--- src/rtl/alu_bist_driver.sv ---
// BIST initiator for the 5-bit-opcode ALU: sweeps every opcode with LFSR operands,
// folds Y/zero into a 32-bit MISR signature and flags pass against a golden value.
module alu_bist_driver #(
  parameter logic [4:0]  OP_LAST    = 5'd9,
  parameter int unsigned VECTORS    = 16,
  parameter logic [31:0] LFSR_SEED  = 32'hACE1_2025,
  parameter logic [31:0] GOLDEN_SIG = 32'h0000_0000
) (
  input  logic        clk,
  input  logic        rst,
  input  logic        start,
  output logic        busy,
  output logic        done,
  output logic        pass,
  output logic [31:0] signature,
  output logic [31:0] alu_a,
  output logic [31:0] alu_b,
  output logic [4:0]  alu_op,
  input  logic [31:0] alu_y,
  input  logic        alu_zero
);

  localparam int unsigned    VEC_W    = (VECTORS > 1) ? $clog2(VECTORS) : 1;
  localparam logic [VEC_W-1:0] VEC_LAST = VEC_W'(VECTORS - 1);
  localparam logic [31:0]    SEED_EFF = (LFSR_SEED == 32'h0) ? 32'h1 : LFSR_SEED;
  localparam logic [31:0]    B_XOR    = 32'h5A5A_5A5A;

  typedef enum logic [2:0] {
    S_IDLE,
    S_LOAD,
    S_APPLY,
    S_CAPTURE,
    S_DONE
  } state_e;

  // Shared LFSR / MISR shift: taps 31, 21, 1, 0 fed back into bit 0
  function automatic logic [31:0] lfsr_step(input logic [31:0] x);
    return {x[30:0], x[31] ^ x[21] ^ x[1] ^ x[0]};
  endfunction

  state_e           state_q, state_d;
  logic [31:0]      lfsr_a_q, lfsr_a_d;
  logic [31:0]      lfsr_b_q, lfsr_b_d;
  logic [31:0]      sig_q, sig_d;
  logic [4:0]       op_cnt_q, op_cnt_d;
  logic [VEC_W-1:0] vec_cnt_q, vec_cnt_d;
  logic [31:0]      alu_a_q, alu_a_d;
  logic [31:0]      alu_b_q, alu_b_d;
  logic [4:0]       alu_op_q, alu_op_d;
  logic             busy_q, busy_d;
  logic             done_q, done_d;
  logic             pass_q, pass_d;

  always_ff @(posedge clk) begin
    if (rst) begin
      state_q   <= S_IDLE;
      lfsr_a_q  <= 32'h0;
      lfsr_b_q  <= 32'h0;
      sig_q     <= 32'h0;
      op_cnt_q  <= 5'd0;
      vec_cnt_q <= '0;
      alu_a_q   <= 32'h0;
      alu_b_q   <= 32'h0;
      alu_op_q  <= 5'd0;
      busy_q    <= 1'b0;
      done_q    <= 1'b0;
      pass_q    <= 1'b0;
    end else begin
      state_q   <= state_d;
      lfsr_a_q  <= lfsr_a_d;
      lfsr_b_q  <= lfsr_b_d;
      sig_q     <= sig_d;
      op_cnt_q  <= op_cnt_d;
      vec_cnt_q <= vec_cnt_d;
      alu_a_q   <= alu_a_d;
      alu_b_q   <= alu_b_d;
      alu_op_q  <= alu_op_d;
      busy_q    <= busy_d;
      done_q    <= done_d;
      pass_q    <= pass_d;
    end
  end

  always_comb begin
    state_d   = state_q;
    lfsr_a_d  = lfsr_a_q;
    lfsr_b_d  = lfsr_b_q;
    sig_d     = sig_q;
    op_cnt_d  = op_cnt_q;
    vec_cnt_d = vec_cnt_q;
    alu_a_d   = alu_a_q;
    alu_b_d   = alu_b_q;
    alu_op_d  = alu_op_q;
    pass_d    = pass_q;

    unique case (state_q)
      S_IDLE: begin
        if (start) state_d = S_LOAD;
      end
      S_LOAD: begin
        lfsr_a_d  = SEED_EFF;
        lfsr_b_d  = SEED_EFF ^ B_XOR;
        sig_d     = 32'h0;
        op_cnt_d  = 5'd0;
        vec_cnt_d = '0;
        pass_d    = 1'b0;
        state_d   = S_APPLY;
      end
      S_APPLY: begin
        // Vector 0 drives A==B so SUB/XOR exercise the zero flag
        alu_op_d = op_cnt_q;
        alu_a_d  = lfsr_a_q;
        alu_b_d  = (vec_cnt_q == '0) ? lfsr_a_q : lfsr_b_q;
        state_d  = S_CAPTURE;
      end
      S_CAPTURE: begin
        sig_d    = lfsr_step(sig_q) ^ alu_y ^ {31'b0, alu_zero};
        lfsr_a_d = lfsr_step(lfsr_a_q);
        lfsr_b_d = lfsr_step(lfsr_b_q);
        state_d  = S_APPLY;
        if (vec_cnt_q == VEC_LAST) begin
          vec_cnt_d = '0;
          op_cnt_d  = op_cnt_q + 5'd1;
          if (op_cnt_q == OP_LAST) begin
            state_d  = S_DONE;
            pass_d   = (sig_d == GOLDEN_SIG);
            alu_a_d  = 32'h0;
            alu_b_d  = 32'h0;
            alu_op_d = 5'd0;
          end
        end else begin
          vec_cnt_d = vec_cnt_q + VEC_W'(1);
        end
      end
      S_DONE: begin
        if (start) begin
          state_d = S_LOAD;
          pass_d  = 1'b0;
        end
      end
      default: begin
        state_d = S_IDLE;
      end
    endcase

    busy_d = (state_d == S_LOAD) || (state_d == S_APPLY) || (state_d == S_CAPTURE);
    done_d = (state_d == S_DONE);
  end

  assign busy      = busy_q;
  assign done      = done_q;
  assign pass      = pass_q;
  assign signature = sig_q;
  assign alu_a     = alu_a_q;
  assign alu_b     = alu_b_q;
  assign alu_op    = alu_op_q;

endmodule

--- config.mk ---
export PLATFORM = sky130hd
export DESIGN_NAME = alu_bist_driver
export DESIGN_NICKNAME = d
export VERILOG_FILES = /design/src/rtl/alu_bist_driver.sv
export SDC_FILE = /design/constraint.sdc
export NUM_CORES = 1
export LEC_CHECK = 0
export ABC_CLOCK_PERIOD_IN_PS = 4800
export BUFFER_PORTS_ARGS = -buffer_cell sky130_fd_sc_hd__buf_2
export CAP_MARGIN = 20
export CORE_MARGIN = 2
export CORE_UTILIZATION = 54
export DETAILED_ROUTE_END_ITERATION = 8
export PLACE_DENSITY = 0.78
export SETUP_SLACK_MARGIN = 0.15
export SKIP_LAST_GASP = 1
export SLEW_MARGIN = 25
export SYNTH_ARGS = -nofsm -noshare
export SYNTH_HDL_FRONTEND = slang
export SYNTH_SLANG_ARGS = --single-unit
--- constraint.sdc ---
create_clock -name clk -period 4.8 [get_ports clk]
set_clock_uncertainty 0.05 [all_clocks]
set_input_delay 0.48 -clock clk [delete_from_list [all_inputs] [get_ports clk]]
set_output_delay 0.48 -clock clk [all_outputs]
set_load 0.01 [all_outputs]
==> impl_results.md <==
* ANT nets after route at 0
* DR vias at 6325
* Hold Vio Cnt, Final at 0
* Ratio of cells with drive above 1 in the final layout at 0.193
* Synthesized netlist cell count at 861
* H-tree levels at 4
* Synth unique cells at 36
* Multi-input gate area at 3270 sq um
* Core ar. at 13100 sq um
* Worst-path fanout max at 43
* Initial core utilization at 0.550
* Cell area after layout at 8520 sq um
* Area growth, synth to finish at 18.1%
* Yosys reg bits at 180
* Fillcell total at 1182
* Drt drc at 0
* Post-DR wirelength/cell at 14.6 um
* Total CTS buffers at 17
* Final Instance Count excl. Fillers at 1146
* Drt via density at 5.52
* Storage element area at 3600 sq um
* CP Class: reg2reg
* Post-Route WL at 16700 um
* Yosys top cell by area: dfxtp_1
* Die Span X at 120 um
* Initial antenna violation count at 0
* Post-Syn Nets at 901
* Worst Path Arrival at 2.59 ns
* Seq/Total Area, Yosys at 0.499
* Nets at 997
* RD Place Congestion at 0.803
* Synthesized area at 7220 sq um
* Syn Area/Cell at 8.39 sq um
* Asr flop ratio synth at 0
* Startpoint Class: flop
* Min cycle time layout at 2.35 ns
* Final setup vio count at 0
* Synth Warn # at 0
* Die Ht at 120 um
* Placed Area at 7930 sq um
* Final period utilization at 0.490
* Number of global-route vias before repair at 5748
* Ant diodes at 0
* Clock-pin slew on the worst setup and hold paths at 0.06 ns
* Largest net degree at the start of global routing at 101
* Die ar. at 14300 sq um
* Main synth FF type: dfxtp_1
* First-pass GRT wire length at 27500 um
* Cts hold-fix bufs at 0
* Required time worst endpoint at 5.04 ns
* Number of I/O pins at 140
* Synth area leaders: dfxtp_1, a22oi_1, a21oi_1, nor2_1, nand2_1
* Total GRT Usage at 0.232
* DR iter-0 viols at 565
* Max_cap viols at 0
* Pwr Density at 378 nW/um^2
* Outcome: finished, final reports clean
* Slew headroom at 0.484
* Post-synth EDFFs at 0
* Worst VDD drop at 0.238 mV
* CTS Buffer Depth at 2
* Hpwl dp at 10000 um
* Max Slew Vio Count at 0
* Resized Gates After CTS at 0
* DRT Pass-1 Iters at 5
* CTS tree: yes
* Post-CTS Setup Bufs at 0
* Placed cells at 1113
* Slew @ Worst Pin at 0.774 ns
* Setup TNS at 0 ns
* Worst skew pair latency at 0.42 ns
* Fmax at 425 MHz
* CP Capture Type: flop
* Area share of the largest cell type after synthesis at 0.499
* IO buf count at 139
* Sinks on Clock Net at 180
* Clk Tree Root Cell: clkbuf_16
* Cell row count at 42
* Total congestion overflow at 0
* P_leak at 0.00342 uW
* RSZ-0062 raised after global routing: no
* Min-delay worst type: in2reg
## cells in the mapped netlist (4+ instances only)
library cell  count
nand2_1         100
clkbuf_1         45
a211oi_1         11
buf_1             6
a21oi_1         104
nor3_1           19
nand4_1           4
ha_1              4
nor2_1          138
nor4_1            7
a311oi_1         13
xor2_1           35
o21ai_0           5
nor3b_1          22
a22oi_1          72
inv_1            18
nand2b_1          4
dfxtp_1         180
buf_2            19
nand3_1          31
xnor2_1           7
## final timing paths
path                              from  slack (ns)                        to  cells past startpoint
min reg2reg   lfsr_b_q[8]$_SDFFE_PP0P_        0.42  lfsr_b_q[8]$_SDFFE_PP0P_                      2
max reg2reg  vec_cnt_q[1]$_SDFFE_PP0P_        2.45    alu_a[20]$_SDFFE_PP0P_                      7
min                              start        0.31     state_q[0]$_SDFF_PP0_                      3
max          vec_cnt_q[1]$_SDFFE_PP0P_        2.45    alu_a[20]$_SDFFE_PP0P_                      7
## per-layer routing
| metal | routed length [um] | share of wire | global-route usage |
|---|---|---|---|
| met5 | 0 | 0 | 0 |
| met4 | 316 | 0.019 | 0.0765 |
| met3 | 603 | 0.036 | 0.0399 |
| met2 | 7820 | 0.47 | 0.363 |
| met1 | 7980 | 0.48 | 0.326 |
## flip-flops by register name, indices dropped and copies added, names as in the netlist, 4 cells and up
name       flops
lfsr_a_q      32
vec_cnt_q      4
alu_a         32
alu_b         32
lfsr_b_q      32
signature     32
alu_op         5
op_cnt_q       5
## cells in the final DEF (no fill, tap or decap), drive strengths merged
| cell type | Yosys | layout |
|---|---|---|
| dfxtp | 180 | 180 |
| buf | 27 | 149 |
| nor2 | 138 | 138 |
| a21oi | 104 | 104 |
| nand2 | 100 | 100 |
| a22oi | 72 | 72 |
| xor2 | 35 | 35 |
| nand3 | 32 | 32 |
| nor3b | 22 | 22 |
| inv | 18 | 20 |
| clkbuf | 45 | 20 |
| nor3 | 19 | 19 |
| a311oi | 13 | 13 |
| a211oi | 11 | 11 |
| nor4 | 8 | 8 |
| xnor2 | 7 | 7 |
| clkinv | 0 | 7 |
| o21ai | 5 | 5 |
| nand4 | 4 | 4 |
| ha | 4 | 4 |
| nand2b | 4 | 4 |
| bufinv | 0 | 2 |
| nor2b | 2 | 2 |
| and2 | 1 | 1 |
| o21bai | 1 | 1 |
| and3 | 1 | 1 |
| or3b | 1 | 1 |
| a211o | 1 | 1 |
| o41ai | 1 | 1 |
| nor4b | 1 | 1 |
| nand3b | 1 | 1 |
| nand4bb | 1 | 1 |
| and3b | 1 | 1 |
| a21o | 1 | 1 |
| clkinvlp | 0 | 1 |
## metrics by stage
| stage | worst slack (ns) | util | total power (uW) | hold slack (ns) |
|---|---|---|---|---|
| CTS | 2.44 | 0.647 | 3230 | 0.303 |
| global route | 2.24 | 0.649 | 3330 | 0.329 |
| global placement | 2.52 | 0.604 | 1900 | 0.406 |
| floorplan | 3.02 | - | 1830 | 0.395 |
| finish | 2.45 | 0.649 | 3220 | 0.308 |
| detailed placement | 2.46 | 0.604 | 1910 | 0.410 |
## final cells by class
type	count	area share
Sequential cell	180	0.423
Multi-Input combinational cell	591	0.384
Timing Repair Buffer	149	0.0931
Clock buffer	20	0.0512
Tap cell	176	0.0258
Clock inverter	12	0.0154
Inverter	18	0.00793
## cells by family (layout without fill, tap and decap cells)
family | after synthesis | after routing | share of synthesized area
buf+inv | 90 | 199 | 0.0522
xor+xnor | 42 | 42 | 0.0509
compound gates | 209 | 209 | 0.183
flops | 180 | 180 | 0.499
fa+ha+maj | 4 | 4 | 0.00693
simple gates | 336 | 336 | 0.208
## worst max-delay path, cell delays in order, from the launching register on
cell and delay (ns):
dfxtp_1 0.38, ha_1 0.28, nand3_2 0.18, nor4_4 0.41
o21bai_4 0.28, buf_4 0.36, a22oi_1 0.20, nor2_1 0.06
## power breakdown
part	leakage (uW)	switching [uW]	total, uW	internal [uW]
combinational	0.00168	205	303	98.9
sequential	0.00146	40.0	1580	1540
clock	0.000279	568	1340	768
total	0.00342	813	3220	2410
(Power assumes the default switching activity.)
